[config.mk]
export PLATFORM = sky130hd
export DESIGN_NAME = ir_tx_scheduler
export DESIGN_NICKNAME = d
export VERILOG_FILES = /design/src/rtl/ir_pkg.sv /design/src/rtl/ir_frame_fifo.sv /design/src/rtl/ir_tx_scheduler.sv
export SDC_FILE = /design/constraint.sdc
export NUM_CORES = 1
export LEC_CHECK = 0
export BUFFER_PORTS_ARGS = -buffer_cell sky130_fd_sc_hd__buf_2
export CORE_MARGIN = 2
export CORE_UTILIZATION = 56
export DETAILED_ROUTE_END_ITERATION = 10
export PLACE_DENSITY = 0.75
export SYNTH_ARGS = -nofsm -noshare
export SYNTH_HDL_FRONTEND = slang
export SYNTH_HIERARCHICAL = 1
export SYNTH_SLANG_ARGS = --single-unit
[constraint.sdc]
create_clock -name iCLK_50 -period 2.6 [get_ports iCLK_50]
set_clock_uncertainty 0.1 [all_clocks]
set_input_delay 0.26 -clock iCLK_50 [delete_from_list [all_inputs] [get_ports iCLK_50]]
set_output_delay 0.26 -clock iCLK_50 [all_outputs]
set_load 0.02 [all_outputs]
[src/rtl/ir_pkg.sv]
// Shared IR definitions: sequencer state encoding, the queued frame type and
// NEC protocol timing shared by the IR transmit blocks.
package ir_pkg;

  typedef enum logic [1:0] {
    ST_IDLE      = 2'd0,
    ST_ISSUE     = 2'd1,
    ST_WAIT_BUSY = 2'd2,
    ST_WAIT_DONE = 2'd3
  } seq_state_e;

  typedef struct packed {
    logic [7:0] addr;
    logic [7:0] cmd;
  } ir_frame_t;

  // NEC carrier-envelope timing in microseconds, plus the system clock rate.
  localparam int unsigned CLK_HZ            = 50_000_000;
  localparam int unsigned NEC_LEAD_MARK_US  = 9000;
  localparam int unsigned NEC_LEAD_SPACE_US = 4500;
  localparam int unsigned NEC_BIT_MARK_US   = 562;
  localparam int unsigned NEC_ZERO_SPACE_US = 562;
  localparam int unsigned NEC_ONE_SPACE_US  = 1687;

endpackage

[src/rtl/ir_frame_fifo.sv]
// Frame queue between the requester arbiter and the transmit sequencer.
// Power-of-two depth; pointers wrap naturally at their width.
module ir_frame_fifo #(
  parameter int DEPTH = 4
) (
  input  logic                     clk,
  input  logic                     rst,
  input  logic                     push,
  input  logic [15:0]              push_data,
  input  logic                     pop,
  output logic [15:0]              head,
  output logic                     full,
  output logic                     empty,
  output logic [$clog2(DEPTH):0]   count
);
  import ir_pkg::*;

  localparam int AW = $clog2(DEPTH);

  logic [15:0]   mem_q [DEPTH];
  logic [15:0]   mem_d [DEPTH];
  logic [AW-1:0] wr_q, wr_d, rd_q, rd_d;
  logic [AW:0]   cnt_q, cnt_d;
  logic          push_ok, pop_ok;

  assign full  = (cnt_q == (AW+1)'(DEPTH));
  assign empty = (cnt_q == '0);
  assign head  = mem_q[rd_q];
  assign count = cnt_q;

  always_comb begin
    push_ok = push && !full;
    pop_ok  = pop && !empty;
    mem_d   = mem_q;
    wr_d    = wr_q;
    rd_d    = rd_q;
    cnt_d   = cnt_q;
    if (push_ok) begin
      mem_d[wr_q] = push_data;
      wr_d        = wr_q + AW'(1);
    end
    if (pop_ok) rd_d = rd_q + AW'(1);
    case ({push_ok, pop_ok})
      2'b10:   cnt_d = cnt_q + (AW+1)'(1);
      2'b01:   cnt_d = cnt_q - (AW+1)'(1);
      default: cnt_d = cnt_q;
    endcase
  end

  always_ff @(posedge clk) begin
    if (rst) begin
      wr_q  <= '0;
      rd_q  <= '0;
      cnt_q <= '0;
    end else begin
      wr_q  <= wr_d;
      rd_q  <= rd_d;
      cnt_q <= cnt_d;
    end
  end

  always_ff @(posedge clk) mem_q <= mem_d;

endmodule

[src/rtl/ir_tx_scheduler.sv]
// Two-requester round-robin front end feeding a frame FIFO, and a sequencer
// that hands one frame at a time to the NEC transmitter with a busy timeout.
module ir_tx_scheduler #(
  parameter int FIFO_DEPTH   = 4,
  parameter int BUSY_TIMEOUT = 8
) (
  input  logic                          iCLK_50,
  input  logic                          iRST,
  input  logic [1:0]                    iREQ_VALID,
  input  logic [7:0]                    iREQ_ADDR0,
  input  logic [7:0]                    iREQ_ADDR1,
  input  logic [7:0]                    iREQ_CMD0,
  input  logic [7:0]                    iREQ_CMD1,
  output logic [1:0]                    oREQ_READY,
  input  logic                          iTX_BUSY,
  output logic [7:0]                    oADDRESS,
  output logic [7:0]                    oCOMMAND,
  output logic                          oSEND,
  output logic [$clog2(FIFO_DEPTH):0]   oCOUNT,
  output logic                          oERR
);
  import ir_pkg::*;

  localparam int TW = $clog2(BUSY_TIMEOUT + 1);

  seq_state_e    state_q, state_d;
  logic          rr_q, rr_d;
  logic          send_q, send_d;
  logic          err_q, err_d;
  logic [7:0]    addr_q, addr_d, cmd_q, cmd_d;
  logic [TW-1:0] tmo_q, tmo_d;

  logic [1:0]    gnt, ready;
  logic          push, pop, full, empty;
  ir_frame_t     push_frame, head_frame;

  ir_frame_fifo #(.DEPTH(FIFO_DEPTH)) u_fifo (
    .clk       (iCLK_50),
    .rst       (iRST),
    .push      (push),
    .push_data (push_frame),
    .pop       (pop),
    .head      (head_frame),
    .full      (full),
    .empty     (empty),
    .count     (oCOUNT)
  );

  // Grant only goes to a valid requester, so ready already implies valid.
  always_comb begin
    case (iREQ_VALID)
      2'b01:   gnt = 2'b01;
      2'b10:   gnt = 2'b10;
      2'b11:   gnt = rr_q ? 2'b10 : 2'b01;
      default: gnt = 2'b00;
    endcase
    ready      = (!full && !iRST) ? gnt : 2'b00;
    push       = |ready;
    push_frame = ready[1] ? '{addr: iREQ_ADDR1, cmd: iREQ_CMD1}
                          : '{addr: iREQ_ADDR0, cmd: iREQ_CMD0};
    rr_d       = push ? ~rr_q : rr_q;
  end

  // The frame is latched on the way into ISSUE so oSEND and the frame
  // appear together; ISSUE then retires the head entry.
  always_comb begin
    state_d = state_q;
    send_d  = 1'b0;
    addr_d  = addr_q;
    cmd_d   = cmd_q;
    err_d   = err_q;
    tmo_d   = tmo_q;
    pop     = 1'b0;
    case (state_q)
      ST_IDLE: begin
        if (!empty && !iTX_BUSY) begin
          state_d = ST_ISSUE;
          send_d  = 1'b1;
          addr_d  = head_frame.addr;
          cmd_d   = head_frame.cmd;
        end
      end
      ST_ISSUE: begin
        pop     = 1'b1;
        tmo_d   = TW'(1);
        state_d = ST_WAIT_BUSY;
      end
      ST_WAIT_BUSY: begin
        if (iTX_BUSY) begin
          state_d = ST_WAIT_DONE;
        end else if (tmo_q >= TW'(BUSY_TIMEOUT - 1)) begin
          err_d   = 1'b1;
          state_d = ST_IDLE;
        end else begin
          tmo_d = tmo_q + TW'(1);
        end
      end
      ST_WAIT_DONE: begin
        if (!iTX_BUSY) state_d = ST_IDLE;
      end
      default: state_d = ST_IDLE;
    endcase
  end

  always_ff @(posedge iCLK_50) begin
    if (iRST) begin
      state_q <= ST_IDLE;
      rr_q    <= 1'b0;
      send_q  <= 1'b0;
      err_q   <= 1'b0;
      addr_q  <= '0;
      cmd_q   <= '0;
      tmo_q   <= '0;
    end else begin
      state_q <= state_d;
      rr_q    <= rr_d;
      send_q  <= send_d;
      err_q   <= err_d;
      addr_q  <= addr_d;
      cmd_q   <= cmd_d;
      tmo_q   <= tmo_d;
    end
  end

  assign oREQ_READY = ready;
  assign oSEND      = send_q;
  assign oERR       = err_q;
  assign oADDRESS   = addr_q;
  assign oCOMMAND   = cmd_q;

endmodule

==> impl_metrics.toml, run 1 <==
[clocking]
cts.clk_slew.worst_paths_ns = 0.09
h-tree-depth = 3
hold_buffers = 0
cts_tree = "yes"
clockBufferDepth = 2
cts_root_buf = "clkbuf_8"
clkLatencyLatePin_ns = 0.35
cts_buffers = 9
cts_sinks = 96

[worst_setup_path]
startpoint_type = "flop"
reg2reg_to = "u_fifo/count[2]"
end_kind = "flop"
r2r-start = "u_fifo/count[2]"
crit_type = "reg -> reg"
critPathMaxStageDelay_ns = 0.41
slowest_stage = "dfxtp_1"
worstPathArrival_ns = 2.60
crit_top_cell = "inv_1"
r2r_cells = 11
r2r_setup_slack_ns = 0.18
crit_chain = "nor3b_4, nor3_1, inv_1, nor2_1, inv_1, ha_1, inv_1, fa_1, xor2_1, or3_1, a21oi_1"
crit_fanout = 7
worstSetupStartpoint = "u_fifo/count[2]"
endpoint = "u_fifo/count[2]"
crit_required_ns = 2.78

[cells_and_area]
area_growth_pct = 15.10
antennaDiodeCount = 0
drive_above_1_share_pct = 35.57
finalNonFillerCells = 442
fin_nets = 382
num-fill-cells = 566

[route]
vias_per_cell = 5.310
via_count = 2347
drtIter0Drc = 122
first_pass_iters = 7
wire_per_inst_um = 15.76
ant_nets = 0
drc = 0
wirelength_um = 6965

[timing]
fin_crit_ns = 2.418
setup_violations = 0
worst_slew_pin_slew_ns = 0.8483
tns_ns = 0
relSlewSlack_pct = 43.45
finalCritPeriodShare_pct = 92.99
max_freq_mhz = 413.6
finalWorstSetupSlack_ns = 0.1821
rsz0062_at_grt = "no"
hold_viol_final = 0
slew_violations = 0

[placed_design]
place_congestion = 0.7380
dp_hpwl_um = 4516
place_inst = 426
dp_slack_ns = 0.1184
io_buffers = 59

[die]
die_x_um = 89.23
die_h_um = 89.23
initial_core_util_pct = 57.00
num_rows = 31
core_area_um2 = 7137
dieArea_um2 = 7961
io_pins = 60

[global_routing]
gr-total-overflow = 0
grt_pass1_vias = 2260
grt_max_degree = 24
antenna_found_initial = 0
global_route.usage.total_pct = 19.03
grt_pass1_wl_um = 11030

[logic_synthesis]
synth.distinct_cells = 45
syn-instance-count = 272
synth_area_per_cell_um2 = 14.95
synth_warnings = 6
syn-num-nets = 316
ys.flop_type = "edfxtp_1"
async_flop_share_pct = 0
synth-edff-count = 64
synth_area_um2 = 4068
synth-seq-cells = 96
ys_seq_area_share_pct = 63.00

[outcome]
status = "completed"

[run]
cap_violations = 0

[min_path]
hold_class = "in -> reg"

[power]
p_leak_nw = 1.733
p_per_area_nw_per_um2 = 673.3
ir_drop_mv = 0.3888
==> synth_stat cells (all sizes together) (2+ instances only) <==
library cell | count | share of area [%]
nand3 | 2 | 0.37
a21oi | 26 | 4.2
dfxtp | 32 | 16
and2 | 4 | 0.62
xor2 | 3 | 0.65
nor3 | 6 | 0.74
o21ai | 3 | 0.37
edfxtp | 64 | 47
or4 | 2 | 0.46
inv | 12 | 1.1
nand2b | 3 | 0.46
mux4 | 16 | 9.6
nor3b | 2 | 0.62
buf | 10 | 2.4
a31oi | 2 | 0.31
or3 | 3 | 0.46
nor2 | 10 | 0.98
clkbuf | 2 | 0.18
ha | 6 | 1.8
mux2 | 16 | 4.4
o31ai | 2 | 0.37
nand2 | 35 | 3.9
==> cell usage in the layout, fill, tap and decap left out, types with 2 or more instances in the layout <==
master	instances
buf_12	3
clkbuf_8	9
inv_1	12
mux4_1	8
mux4_2	8
ha_1	6
o21ai_0	3
a21oi_2	8
xor2_1	3
mux2_2	7
nand2_2	8
nand2b_1	3
clkinvlp_4	2
o31ai_1	2
nor3_1	6
a21oi_1	17
nor2_1	9
or3_1	3
and2_1	4
a31oi_1	2
edfxtp_1	64
buf_2	59
buf_4	5
dfxtp_1	32
mux2_1	9
nand2_1	26
==> logic make-up after synthesis <==
family	count (synthesis)	share of synthesized area, %
AOI/OAI and AO/OA	38	6.398
buffers and inverters	24	3.691
and+or+nand+nor	71	9.659
xor gates and xnor gates	3	0.6461
muxes	33	14.27
DFF	96	63.00
adders and majority gates	7	2.338
==> power breakdown <==
group	switching, W	leakage, nW	internal (W)
Clock	0.000510	0.0921	0.000451
Combinational	0.000242	0.796	0.000178
Sequential	0.0000541	0.844	0.00172
Total	0.000806	1.73	0.00235
==> routing by layer <==
layer  wire (µm)  global-route usage [%]  up-vias
met5           0                       0        -
met4         102                   6.784        0
met3         298                   3.693        9
met2        3520                   32.73       59
met1        3043                   24.21     1136
li1            -                       -     1143
==> area by class of cell <==
class	instances	area, µm²	area share (%)
Sequential cell	96	2562	54.73
Clock buffer	10	127.6	2.726
Timing Repair Buffer	67	392.9	8.391
Clock inverter	6	68.82	1.470
Inverter	12	45.04	0.9621
Tap cell	99	123.9	2.646
Multi-Input combinational cell	152	1361	29.08
==> repair_timing <==
item,in CTS,in global routing
endpoints found under the setup margin,0,1
setup buffers,0,0
resized for setup,0,1
==> critical path: cells and delay by family (launching register included) <==
| family | cells | cell delay (ns) |
|---|---|---|
| AND/OR/NAND/NOR | 4 | 0.80 |
| flip-flops | 1 | 0.41 |
| adder cells (fa/ha/maj) | 2 | 0.54 |
| XOR/XNOR | 1 | 0.16 |
| buffers and inverters | 3 | 0.22 |
| AO/OA/AOI/OAI | 1 | 0.14 |
==> flip-flops by register name, summed over array words and instances (netlist names) <==
name and cells:
u_fifo/count 3, u_fifo/mem_q 64, u_fifo/wr_q 2, state_q 2, oERR 1, oADDRESS 8
oCOMMAND 8, u_fifo/rd_q 2, rr_q 1, tmo_q 4, oSEND 1
==> worst min path at each step <==
stage | start | slack (ns) | cells after the start | endpoint
global route | iREQ_CMD1[0] | 0.16 | 2 | u_fifo/mem_q[16]
floorplan | iRST | 0.23 | 1 | u_fifo/count[2]
detailed placement | oCOMMAND[7] | 0.35 | 2 | oCOMMAND[7]
finish | iRST | 0.15 | 2 | oCOMMAND[0]
CTS | iRST | 0.14 | 2 | rr_q
global placement | oCOMMAND[5] | 0.34 | 2 | oCOMMAND[5]
==> per-stage QoR <==
| stage | power [W] | instance area, µm² | hold WS [ns] | utilization [%] |
|---|---|---|---|---|
| 2_1_floorplan | 0.002107 | 4068 | 0.2291 | - |
| 3_3_place_gp | 0.002211 | 4479 | 0.3420 | 62.76 |
| 3_5_place_dp | 0.002228 | 4479 | 0.3472 | 62.76 |
| 4_1_cts | 0.003177 | 4676 | 0.1362 | 65.52 |
| 5_1_grt | 0.003296 | 4682 | 0.1558 | 65.60 |
| 6_report | 0.003153 | 4682 | 0.1462 | 65.60 |
(Power assumes the default switching activity.)
==> inputs of run 2 (changes only) <==
--- a/config.mk
+++ b/config.mk
@@ -6,10 +6,12 @@
 export NUM_CORES = 1
 export LEC_CHECK = 0
 export BUFFER_PORTS_ARGS = -buffer_cell sky130_fd_sc_hd__buf_2
+export CELL_PAD_IN_SITES_DETAIL_PLACEMENT = 1
+export CELL_PAD_IN_SITES_GLOBAL_PLACEMENT = 1
 export CORE_MARGIN = 2
-export CORE_UTILIZATION = 56
+export CORE_UTILIZATION = 47
 export DETAILED_ROUTE_END_ITERATION = 10
-export PLACE_DENSITY = 0.75
+export PLACE_DENSITY = 0.76
 export SYNTH_ARGS = -nofsm -noshare
 export SYNTH_HDL_FRONTEND = slang
 export SYNTH_HIERARCHICAL = 1
==> impl_metrics.toml, run 2 (synthesized netlist as in run 1, its figures left out) <==
[cells_and_area]
largest_register_ffs = 64
fin_area_um2 = 4717
area_growth_pct = 15.96
final_cell_mix = "edfxtp_1 (64), buf_2 (59), dfxtp_1 (32)"
antennaDiodeCount = 0
finish.utilization_pct = 56.84
layout_commonest_cell = "edfxtp_1"
drive_above_1_share_pct = 36.42
largest-register = "u_fifo/mem_q"
finalNonFillerCells = 451
fin_nets = 385

[route]
drtIter0Drc = 72
via_count = 2449
first_pass_iters = 4
ant_nets = 0
wirelength_um = 8439
drc = 0
wire_per_inst_um = 18.71
vias_per_cell = 5.430

[clocking]
cts_sinks = 96
clkLatencyLatePin_ns = 0.36
cts.clk_slew.worst_paths_ns = 0.10
clockBufferDepth = 2
cts_setup_buffers = 0
hold_buffers = 0
cts_tree = "yes"
cts_buffers = 9
postCtsResizedCells = 0
cts_root_buf = "clkbuf_8"
h-tree-depth = 3

[power]
pwr-share-seq_pct = 55.6
power_frac_comb_pct = 13.6
p_sw_share_pct = 26.38
netSwitchingPower_w = 0.0008407
p_leak_nw = 1.754
intPower_w = 0.002347
p_per_area_nw_per_um2 = 675.7
ir_drop_mv = 0.3875
p_clk_share_pct = 30.7

[worst_setup_path]
critPathMaxStageDelay_ns = 0.50
crit_required_ns = 2.79
worstPathArrival_ns = 2.67
startpoint_type = "flop"
crit_type = "reg -> reg"
slowest_stage = "dfxtp_1"
end_kind = "flop"
crit_top_cell = "inv_1"
crit_chain = "and2b_2, o31ai_1, inv_1, ha_1, inv_1, fa_1, xor2_1, or3_1, a21oi_1"
crit_fanout = 7

[timing]
setup_violations = 0
max_freq_mhz = 404.3
finalCritPeriodShare_pct = 95.13
tns_ns = 0
fin_crit_ns = 2.473
slew_violations = 0
hold_viol_final = 0
relSlewSlack_pct = 33.68
worst_slew_pin_slew_ns = 0.9874
rsz0062_at_grt = "no"

[min_path]
hold_class = "in -> reg"

[global_routing]
gr-total-overflow = 0
global_route.usage.total_pct = 18.53
grt_max_degree = 33
antenna_found_initial = 0
grt_pass1_vias = 2560
grt_pass1_wl_um = 13300

[placed_design]
placed_area_um2 = 4522
place_inst = 435
io_buffers = 59
place_congestion = 0.6819
dp_hpwl_um = 5749

[die]
core_area_um2 = 8299
num_rows = 33
die_h_um = 97.03
dieArea_um2 = 9415
io_pins = 60
die_x_um = 97.03
initial_core_util_pct = 49.01

[run]
cap_violations = 0

[outcome]
status = "completed"
run 2: cell types whose count changed in the layout (fill, tap and decap cells not counted), sizes merged:
cell / before / now
inv: 13 / 14
buf: 67 / 70
clkinv: 2 / 1
run 2: worst max-delay path: cells and delay by family, from the launching register on:
kind / cells / cell delay [ns]
and+or+nand+nor: 2 / 0.61
adders and majority gates: 2 / 0.58
xor gates and xnor gates: 1 / 0.17
AOI/OAI and AO/OA: 2 / 0.29
buffers and inverters: 2 / 0.16
DFF: 1 / 0.50
run 2: worst paths after layout:
| kind | start | end | slack [ns] | cells past startpoint |
|---|---|---|---|---|
| setup / recovery | state_q[0] | u_fifo/count[2] | 0.13 | 9 |
| hold / removal | iRST | u_fifo/count[1] | 0.05 | 2 |
| setup reg to reg | state_q[0] | u_fifo/count[2] | 0.13 | 9 |
| hold reg to reg | oADDRESS[2] | oADDRESS[2] | 0.36 | 2 |
run 2: metrics by stage:
stage / setup WS (ns) / hold WS (ns) / power (W)
2_1_floorplan: 0.1468 / 0.2291 / 0.002107
3_3_place_gp: 0.3525 / 0.3470 / 0.002222
3_5_place_dp: 0.1992 / 0.3525 / 0.002243
4_1_cts: 0.1372 / 0.04492 / 0.003213
5_1_grt: 0.01988 / 0.05776 / 0.003316
6_report: 0.1266 / 0.05451 / 0.003187
run 2: layout make-up:
class,instances,area [µm²]
clock inverters,6,67.56
multi-input cells,152,1355
well taps,105,131.4
flip-flops and latches,96,2562
inverters,12,45.04
repair buffers,70,427.9
clock buffers,10,127.6
fillers,825,3582
run 2: power groups by stage:
stage	clock network, W	registers [W]	logic [W]
after floorplan	0	0.00183	0.000281
after global placement	0	0.00180	0.000420
after detailed placement	0	0.00181	0.000434
after CTS	0.00100	0.00177	0.000440
after global routing	0.00105	0.00178	0.000478
final	0.000980	0.00177	0.000435
run 2: per-layer routing:
metal / vias to the layer above / track usage, % / wire [µm]
met5: - / 0 / 0
met4: 0 / 6.934 / 125
met3: 10 / 3.179 / 270
met2: 49 / 32.59 / 4398
met1: 1234 / 22.87 / 3645
li1: 1156 / - / -
==> inputs of run 3 (changes only) <==
--- a/config.mk
+++ b/config.mk
@@ -9,9 +9,9 @@
 export CELL_PAD_IN_SITES_DETAIL_PLACEMENT = 1
 export CELL_PAD_IN_SITES_GLOBAL_PLACEMENT = 1
 export CORE_MARGIN = 2
-export CORE_UTILIZATION = 47
+export CORE_UTILIZATION = 50
 export DETAILED_ROUTE_END_ITERATION = 10
-export PLACE_DENSITY = 0.76
+export PLACE_DENSITY = 0.81
 export SYNTH_ARGS = -nofsm -noshare
 export SYNTH_HDL_FRONTEND = slang
 export SYNTH_HIERARCHICAL = 1
==> constraint.sdc (replaced) <==
create_clock -name iCLK_50 -period 2.9 [get_ports iCLK_50]
set_clock_uncertainty 0.1 [all_clocks]
set_input_delay 0.29 -clock iCLK_50 [delete_from_list [all_inputs] [get_ports iCLK_50]]
set_output_delay 0.29 -clock iCLK_50 [all_outputs]
set_load 0.02 [all_outputs]
==> impl_metrics.toml, run 3 (synthesized netlist as in run 1, its figures left out) <==
[outcome]
status = "completed"

[timing]
rsz0062_at_grt = "no"
fin_crit_ns = 2.653
finalWorstSetupSlack_ns = 0.2473
relSlewSlack_pct = 44.51
slew_violations = 0
tns_ns = 0
timing.hold.ws_ns = 0.1824
worst_slew_pin_slew_ns = 0.8312
hold_viol_final = 0
max_freq_mhz = 377.0
finalCritPeriodShare_pct = 91.47
setup_violations = 0

[global_routing]
grt_pass1_vias = 2546
gr-total-overflow = 0
grt_pass1_wl_um = 13280
global_route.usage.total_pct = 20.28
grt_max_degree = 23
antenna_found_initial = 0

[cells_and_area]
seq_area_um2 = 2562
layout_commonest_cell = "edfxtp_1"
final_cell_mix = "edfxtp_1 (64), buf_2 (59), dfxtp_1 (32)"
largest-register = "u_fifo/mem_q"
largest_register_ffs = 64
fin_nets = 381
finalNonFillerCells = 444
multiInputGateArea_um2 = 1355
area_growth_pct = 13.13
antennaDiodeCount = 0
fin_area_um2 = 4602
drive_above_1_share_pct = 34.80
num-fill-cells = 781

[worst_setup_path]
worstPathArrival_ns = 2.84
crit_chain = "nor3b_2, nor3_1, inv_1, nor2_1, inv_1, ha_1, inv_1, fa_1, xor2_1, or3_1, a21oi_1"
startpoint_type = "flop"
slowest_stage = "dfxtp_1"
critPathMaxStageDelay_ns = 0.41
end_kind = "flop"
crit_required_ns = 3.09
crit_type = "reg -> reg"
crit_fanout = 7
crit_top_cell = "inv_1"

[power]
pwr-share-seq_pct = 58.1
p_per_area_nw_per_um2 = 593.9
power_frac_comb_pct = 13.9
ir_drop_mv = 0.3814
p_sw_share_pct = 26.66
p_leak_nw = 1.707
netSwitchingPower_w = 0.0007286
p_clk_share_pct = 28.0
intPower_w = 0.002005

[die]
dieArea_um2 = 8873
core_area_um2 = 7807
die_x_um = 94.20
io_pins = 60
num_rows = 32
initial_core_util_pct = 52.10
die_h_um = 94.20

[clocking]
cts_buffers = 9
clkLatencyLatePin_ns = 0.35
clockBufferDepth = 2
postCtsResizedCells = 0
hold_buffers = 0
cts_root_buf = "clkbuf_8"
cts_sinks = 96
cts_setup_buffers = 0
cts.clk_slew.worst_paths_ns = 0.09
cts_tree = "yes"
h-tree-depth = 3

[route]
ant_nets = 0
first_pass_iters = 4
wire_per_inst_um = 18.50
vias_per_cell = 5.363
drtIter0Drc = 157
via_count = 2381
wirelength_um = 8214
drc = 0

[placed_design]
placed_area_um2 = 4438
place_congestion = 0.6823
dp_hpwl_um = 5470
io_buffers = 59
dp_slack_ns = 0.3062
place_inst = 428

[run]
cap_violations = 0

[min_path]
hold_class = "in -> reg"
run 3: cell count changes in the layout (fill, tap and decap cells not counted):
| cell | before | now |
|---|---|---|
| buf_12 | 4 | 0 |
| clkinv_1 | 0 | 2 |
| bufinv_16 | 1 | 0 |
| clkbuf_1 | 1 | 2 |
| clkinv_2 | 1 | 0 |
| clkinv_4 | 0 | 1 |
| clkinvlp_4 | 2 | 1 |
| inv_6 | 2 | 1 |
run 3: final timing paths:
kind	startpoint	to	depth (start not counted)	slack, ns
max	u_fifo/count[2]	u_fifo/count[2]	11	0.25
min	iREQ_ADDR1[4]	u_fifo/mem_q[44]	2	0.18
max reg2reg	u_fifo/count[2]	u_fifo/count[2]	11	0.25
min reg2reg	oADDRESS[3]	oADDRESS[3]	2	0.37
run 3: area by class of cell:
type,count,share of cell area [%]
Tap cell,102,2.773
Clock buffer,11,2.855
Multi-Input combinational cell,152,29.45
Timing Repair Buffer,66,7.558
Clock inverter,5,0.7069
Inverter,12,0.9788
Sequential cell,96,55.68
run 3: critical path, delay by kind of cell, from the launching register on:
family,cells,cell delay [ns]
simple gates,4,0.94
fa+ha+maj,2,0.56
xor+xnor,1,0.16
buf+inv,3,0.27
flops,1,0.41
compound gates,1,0.14
run 3: per-stage QoR:
step	utilization, %	power, W
6_report	58.94	0.002733
5_1_grt	58.94	0.002860
2_1_floorplan	-	0.001889
4_1_cts	58.94	0.002769
3_5_place_dp	56.84	0.002004
3_3_place_gp	56.84	0.001980
run 3: routing by layer:
layer,vias up,share of wire (%),track usage (%)
met2,60,50,34.35
li1,1140,-,-
met1,1171,44,25.62
met3,10,4.5,4.735
met5,-,0,0
met4,0,1.3,7.005
run 3: power groups by stage:
| stage | registers, W | clock network (W) | logic (W) |
|---|---|---|---|
| 2_1_floorplan | 0.00164 | 0 | 0.000252 |
| 3_3_place_gp | 0.00161 | 0 | 0.000367 |
| 3_5_place_dp | 0.00162 | 0 | 0.000384 |
| 4_1_cts | 0.00159 | 0.000794 | 0.000386 |
| 5_1_grt | 0.00160 | 0.000843 | 0.000418 |
| 6_report | 0.00159 | 0.000764 | 0.000381 |
